$ cat src/rtl/common_tag_release_merge.sv
// Staging buffer between the commit side (up to two released tags per cycle)
// and the single write port of the free-list FIFO; drains one tag per cycle.
module common_tag_release_merge #(
  parameter int TAG_WIDTH = 6,
  parameter int BUF_DEPTH = 4,
  localparam int PTR_W = $clog2(BUF_DEPTH),
  localparam int CNT_W = $clog2(BUF_DEPTH + 1)
) (
  input  logic                 clk,
  input  logic                 reset,
  input  logic [TAG_WIDTH-1:0] in0_tag,
  input  logic                 in0_valid,
  input  logic [TAG_WIDTH-1:0] in1_tag,
  input  logic                 in1_valid,
  output logic                 in_ready,
  output logic [TAG_WIDTH-1:0] out_tag,
  output logic                 out_wen,
  input  logic                 fifo_full,
  output logic [CNT_W-1:0]     occupancy
);

  logic [PTR_W-1:0]     head_q, head_d;
  logic [PTR_W-1:0]     tail_q, tail_d;
  logic [CNT_W-1:0]     count_q, count_d;
  logic [TAG_WIDTH-1:0] stage_q [BUF_DEPTH];
  logic [TAG_WIDTH-1:0] stage_d [BUF_DEPTH];
  logic [1:0]           n_acc;

  always_comb begin
    // NOTE: every signal gets a default at the top so no path leaves one unassigned and infers a latch.
    stage_d = stage_q;
    n_acc   = 2'd0;

    // Ready looks only at the registered count, so upstream never sees a
    // combinational path through fifo_full.
    in_ready = (count_q <= CNT_W'(BUF_DEPTH - 2));
    out_wen  = (count_q != '0) && !fifo_full;
    out_tag  = stage_q[head_q];

    if (in_ready) begin
      n_acc = {1'b0, in0_valid} + {1'b0, in1_valid};
      if (in0_valid) stage_d[tail_q] = in0_tag;
      // A lone in1 lands at tail; behind in0 it lands at tail+1.
      if (in1_valid) stage_d[tail_q + PTR_W'(in0_valid)] = in1_tag;
    end

    tail_d  = tail_q + PTR_W'(n_acc);
    head_d  = head_q + PTR_W'(out_wen);
    count_d = count_q + CNT_W'(n_acc) - CNT_W'(out_wen);
  end

  // NOTE: state flops use non-blocking assignments so all of them update together at the edge.
  always_ff @(posedge clk) begin
    if (reset) begin
      head_q  <= '0;
      tail_q  <= '0;
      count_q <= '0;
    end else begin
      head_q  <= head_d;
      tail_q  <= tail_d;
      count_q <= count_d;
    end
  end

  // NOTE: the tag storage is deliberately not reset; count_q = 0 makes its contents irrelevant.
  always_ff @(posedge clk) begin
    stage_q <= stage_d;
  end

  assign occupancy = count_q;

endmodule

$ cat config.mk
export PLATFORM = sky130hd
export DESIGN_NAME = common_tag_release_merge
export DESIGN_NICKNAME = d
export VERILOG_FILES = /design/src/rtl/common_tag_release_merge.sv
export SDC_FILE = /design/constraint.sdc
export NUM_CORES = 1
export LEC_CHECK = 0
export ABC_AREA = 0
export BUFFER_PORTS_ARGS = -buffer_cell sky130_fd_sc_hd__buf_2
export CORE_MARGIN = 1
export CORE_UTILIZATION = 59
export CTS_BUF_LIST = sky130_fd_sc_hd__clkbuf_8
export DETAILED_ROUTE_END_ITERATION = 10
export GPL_ROUTABILITY_DRIVEN = 0
export PLACE_DENSITY = 0.91
export SYNTH_ARGS = -nofsm -noshare
export SYNTH_HDL_FRONTEND = slang
export SYNTH_SLANG_ARGS = --single-unit
$ cat constraint.sdc
create_clock -name clk -period 3.6 [get_ports clk]
set_input_delay 0.9 -clock clk [delete_from_list [all_inputs] [get_ports clk]]
set_output_delay 0.9 -clock clk [all_outputs]
set_load 0.01 [all_outputs]
==> Word-level counts from Yosys, hierarchy flattened <==
Index checks and enable logic that the tools add are counted.
{ "word_totals": {"regBits": 31, "output_inout_bits": 11} }
{ "classes": {"add_sub_neg": 6, "magnitude_cmp": 6, "muxes": 13, "bitwise": 3, "reduce_logical": 5} }
{ "ops": {"columns": ["operator", "count"], "rows": [
  ["2-to-1 mux 24 bit", 3],
  ["bitwise mux 24 bit", 2],
  ["demux 6 bit (select 2 bit)", 2],
  ["2-to-1 mux 6 bit", 4],
  ["binary-select mux 6 bit (select 2 bit)", 1],
  ["greater-or-equal comparator 3 bit (second input constant)", 3],
  ["NOT 2 -> 3 bit", 3],
  ["< comparator 3 x 1 -> 1 bit (second input constant)", 2],
  ["adder 2 x 1 -> 2 bit", 2],
  ["adder 3 x 2 -> 3 bit", 1],
  ["less-or-equal comparator 3 x 2 -> 1 bit (second input constant)", 1],
  ["logical AND 1 bit", 3],
  ["nonzero test 3 bit", 1],
  ["subtractor 3 x 1 -> 3 bit", 1],
  ["adder 1 x 1 -> 2 bit", 1],
  ["adder 2 bit", 1],
  ["2-to-1 mux 2 bit", 1],
  ["zero test 1 bit", 1]
]} }

==> Logic depth before layout (Yosys ltp) <==
{ "depth": {"depth_word": 10, "ltp_mapped": 9} }

==> Worst setup path before layout <==
Ideal clock, no wire load.
{ "synth_path": {"path_kind": "reg2reg", "start": "reg count_q[0] (netlist: occupancy[0])", "end": "reg count_q[2] (netlist: occupancy[2])", "t_arrival_ps": 3226, "required_time_ps": 3485, "setup_slack_ps": 260, "path_stages_with_launch": 10, "path_buffers": 0, "cell_sequence": "dfxtp_1 -> a21oi_1 -> and2_1 -> xor2_1 -> ha_1 -> inv_1 -> fa_1 -> xnor2_1 -> xnor2_1 -> nor2_1"} }
{ "synth_between": {"elab_chain_len": 4} }
{ "synth_rtl": {"columns": ["element", "line", "source"], "rows": [
  ["start, declared", "24", "logic [CNT_W-1:0] count_q, count_d;"],
  ["start signal, assigned", "61", "count_q <= count_d;"],
  ["less-or-equal comparator 3 x 2 -> 1 bit", "36", "in_ready = (count_q <= CNT_W'(BUF_DEPTH - 2));"],
  ["via in_ready", "15", "output logic in_ready,"],
  ["2-to-1 mux 2 bit", "40", "if (in_ready) begin"],
  ["adder 3 x 2 -> 3 bit", "49", "count_d = count_q + CNT_W'(n_acc) - CNT_W'(out_wen);"],
  ["subtractor 3 x 1 -> 3 bit", "49", null]
]} }
The timed path passes the listed nets, and every way through them passes these cells.
A chain may end at the register's enable or synchronous reset.

==> Worst setup path after layout <==
{ "layout_path": {"start": "reg head_q[1]", "end": "out out_tag[1]"} }
{ "layout_between": {"elab_chain_len": 4} }
{ "layout_rtl": {"columns": ["element", "line", "source"], "rows": [
  ["start, declared", "22", "logic [PTR_W-1:0] head_q, head_d;"],
  ["start signal, assigned", "55", "head_q <= '0;"],
  ["start signal, assigned", "59", "head_q <= head_d;"],
  ["NOT 2 -> 3 bit (implied by the code)", "38", "out_tag = stage_q[head_q];"],
  ["binary-select mux 6 bit (select 2 bit)", "38", null],
  ["2-to-1 mux 6 bit (implied by the code) (2 in series)", "38", null],
  ["end, declared", "16", "output logic [TAG_WIDTH-1:0] out_tag,"]
]} }
Every way passes these cells. The select of a mux whose other input is x is not followed.

==> results.tsv <==
stage	metric	value	unit
status	outcome	completed	
clock_network	clock_path_buffers	2	
setup_path	worst-endpoint-arrival	1.70	ns
yosys	ys_top_cells_by_count	27 x sky130_fd_sc_hd__nor3_1, 24 x sky130_fd_sc_hd__edfxtp_1, 18 x sky130_fd_sc_hd__mux2i_1, 15 x sky130_fd_sc_hd__a21oi_1, 14 x sky130_fd_sc_hd__nand2_1	
global_routing	grt_util_all_layers	0.293	
timing	timing.hold.ws	0.642	ns
yosys	synth_top_area_cell	sky130_fd_sc_hd__edfxtp_1	
yosys	mappedNetlistArea	1880	sq um
power	leakagePower	0.862	nW
setup_path	crit_path_end_kind	output port	
global_routing	gr-usage-met2	0.498	
timing	setup_viol_count_final	0	
routing	detail_route.drc_violations	0	
routing	drt-vias-per-instance	6.34	
setup_path	crit_path_max_fanout	8	
timing	timing.setup.tns	0	ns
global_routing	grt_max_degree	30	
clock_network	cts_tree	built	
setup_path	timing.critical_path.from	head_q[1]	
finish	fillers	229	
global_routing	number_of_global_route_vias_before_repair	1615	
placement	dpl_cell_area	2040	sq um
timing	worst_pin_slew	0.632	ns
yosys	synth_cell_type_count	31	
floorplanning	ios	28	
timing	final_min_period_over_clock_period	0.722	
routing	drt.antenna.violating_nets	0	
yosys	synth_top_cell_area_share	0.384	
yosys	syn_inst	169	
floorplanning	die_h	58.4	microns
placement	dp_hpwl	3140	microns
setup_path	rrSetupSlack	1.24	ns
setup_path	crit_path_max_incr_delay	0.69	ns
yosys	syn_area_per_cell	11.1	sq um
yosys	synthesis.yosys.warnings	0	
timing	hold_viol_final	0	
routing	drt_wl_total	4530	microns
timing	max_clock_freq	385	MHz
floorplanning	start_util	0.620	
floorplanning	rows	20	
power	ir_drop	0.611	mV
routing	wl_per_cell	18.8	microns
routing	detail_route.first_pass.iterations	5	
placement	port-buffer-count	27	
timing	period_needed	2.60	ns
floorplanning	core_footprint	3030	sq um
clock_network	htree_num_levels	2	
finish	antenna-diode-count	0	
global_routing	grt_first_pass_wirelength	7250	microns
clock_network	later_pin_clock_latency_in_the_skew_report	0.29	ns
clock_network	post-cts-setup-buffers	0	
clock_network	clk_pin_slew	0.06	ns
global_routing	initial_antenna_violation_count	0	
yosys	yosysMostFrequentCell	sky130_fd_sc_hd__nor3_1	
clock_network	tritoncts.num_buffers	5	
setup_path	worstPathRequired	2.70	ns
yosys	synth_enable_flop_cells	24	
timing	slew-limit-headroom	0.579	
setup_path	critical_path.endpoint	out_tag[1]	
timing	fin_worst_skew	0.0109	ns
setup_path	worstSetupPathType	reg -> out	
finish	layout-drive-gt1-share	0.269	
hold_path	min-delay-path-class	reg -> reg	
yosys	netlist_top_cells_area	sky130_fd_sc_hd__edfxtp_1 38%, sky130_fd_sc_hd__mux2i_1 9.6%, sky130_fd_sc_hd__dfxtp_1 7.5%	
yosys	postSynth.topFlopCell	sky130_fd_sc_hd__edfxtp_1	
clock_network	clock_tree.root_cell	sky130_fd_sc_hd__clkbuf_8	
power	power_density	866	nW/um^2
global_routing	grt_util_met1	0.334	
routing	drt_first_iter_violations	107	
clock_network	cts_resized	0	
routing	vias	1529	
yosys	synth.ff_latch_count	31	
setup_path	critical_path.slowest_cell	sky130_fd_sc_hd__dfxtp_1	
global_routing	gr-usage-met3	0.0681	
clock_network	cts.hold.buffers_added	0	
setup_path	logic_depth_of_the_worst_register_to_register_path	10	
global_routing	gr-total-overflow	0	
timing	maxSlewViolCount	0	
global_routing	globalRoute.busiestLayer	met2	
setup_path	path_cells	mux4_2 > buf_2	
run	drv_cap	0	
floorplanning	fp.dieW	58.4	microns
clock_network	cts.sinks	31	
finish	area.growth.synth_to_final	13.1	%
yosys	synth.yosys.seq_area_share	0.459	
setup_path	worstReg2RegStart	occupancy[0]	
floorplanning	die_area	3410	sq um
finish	design.final.nets	219	
yosys	total_nets_after_synthesis	192	
setup_path	worst_r2r_endpoint	occupancy[2]	
yosys	async_reset_ff_frac	0	
finish	final_design_area_no_fill	2120	sq um
timing	rsz0062_at_grt	false	
setup_path	crit_path_start_kind	flip-flop	
## critical path, delay by kind of cell (launching register included)
family	cells	cell delay, ns
multiplexers	1	0.58
buffers and inverters	1	0.15
flip-flops	1	0.69
## metal layers
metal | share of wire | vias to the layer above
met5 | 0 | -
met4 | 0.038 | 0
li1 | - | 691
met3 | 0.069 | 23
met2 | 0.51 | 89
met1 | 0.38 | 726
## cells by family after synthesis
| logic type | synth area share |
|---|---|
| compound gates | 0.0907 |
| xor+xnor | 0.0320 |
| fa+ha+maj | 0.0440 |
| buf+inv | 0.0293 |
| flops | 0.459 |
| mux | 0.174 |
| simple gates | 0.171 |
## sequential cells by signal, summed over array words and instances (netlist names)
| signal | count |
|---|---|
| stage_q | 24 |
| occupancy | 3 |
| tail_q | 2 |
| head_q | 2 |
## cell type report
type                    instances  area, sq um  share of cell area
multi-input cells             127          965               0.455
flip-flops and latches         31          861               0.406
repair buffers                 29          150              0.0708
clock buffers                   5         68.8              0.0324
well taps                      44         55.1              0.0259
clock inverters                 3         15.0             0.00708
inverters                       2         7.51             0.00354
## layout by cell type (no fill, tap or decap), types with 3 or more instances in the layout
| cell | n |
|---|---|
| sky130_fd_sc_hd__nor3_1 | 27 |
| sky130_fd_sc_hd__buf_2 | 27 |
| sky130_fd_sc_hd__edfxtp_1 | 24 |
| sky130_fd_sc_hd__mux2i_1 | 18 |
| sky130_fd_sc_hd__nand2_1 | 14 |
| sky130_fd_sc_hd__a21oi_1 | 14 |
| sky130_fd_sc_hd__a21oi_2 | 7 |
| sky130_fd_sc_hd__dfxtp_1 | 7 |
| sky130_fd_sc_hd__a31oi_1 | 6 |
| sky130_fd_sc_hd__mux4_2 | 6 |
| sky130_fd_sc_hd__ha_1 | 5 |
| sky130_fd_sc_hd__clkbuf_8 | 5 |
| sky130_fd_sc_hd__nor2_1 | 4 |
| sky130_fd_sc_hd__xnor2_1 | 3 |
| sky130_fd_sc_hd__nand3_1 | 3 |
| sky130_fd_sc_hd__nor2b_1 | 3 |
| sky130_fd_sc_hd__clkinv_2 | 3 |
## through the flow
stage               setup WS (ns)  power (mW)  cells   util
finish                       1.00        1.84    241  0.701
floorplan                   0.260        1.32    169      -
CTS                         0.982        1.84    241  0.701
detailed placement          0.833        1.57    233  0.673
global route                0.943        1.95    241  0.701
global placement            0.936        1.50    233  0.673
## worst min path at each step
stage	cells after the start	end	startpoint	slack, ns
2_1_floorplan	2	occupancy[2]	occupancy[2]	0.58
3_3_place_gp	2	occupancy[2]	occupancy[2]	0.55
3_5_place_dp	2	occupancy[2]	occupancy[2]	0.62
4_1_cts	2	occupancy[2]	occupancy[2]	0.65
5_1_grt	2	occupancy[2]	occupancy[2]	0.68
6_report	2	occupancy[2]	occupancy[2]	0.64
## where the power goes
group	switching [mW]	internal (mW)	leakage, nW	total [mW]
Sequential	0.134	0.641	0.296	0.775
Combinational	0.437	0.356	0.518	0.793
Clock	0.137	0.132	0.0477	0.269
Total	0.708	1.13	0.862	1.84
(Power assumes the default switching activity.)
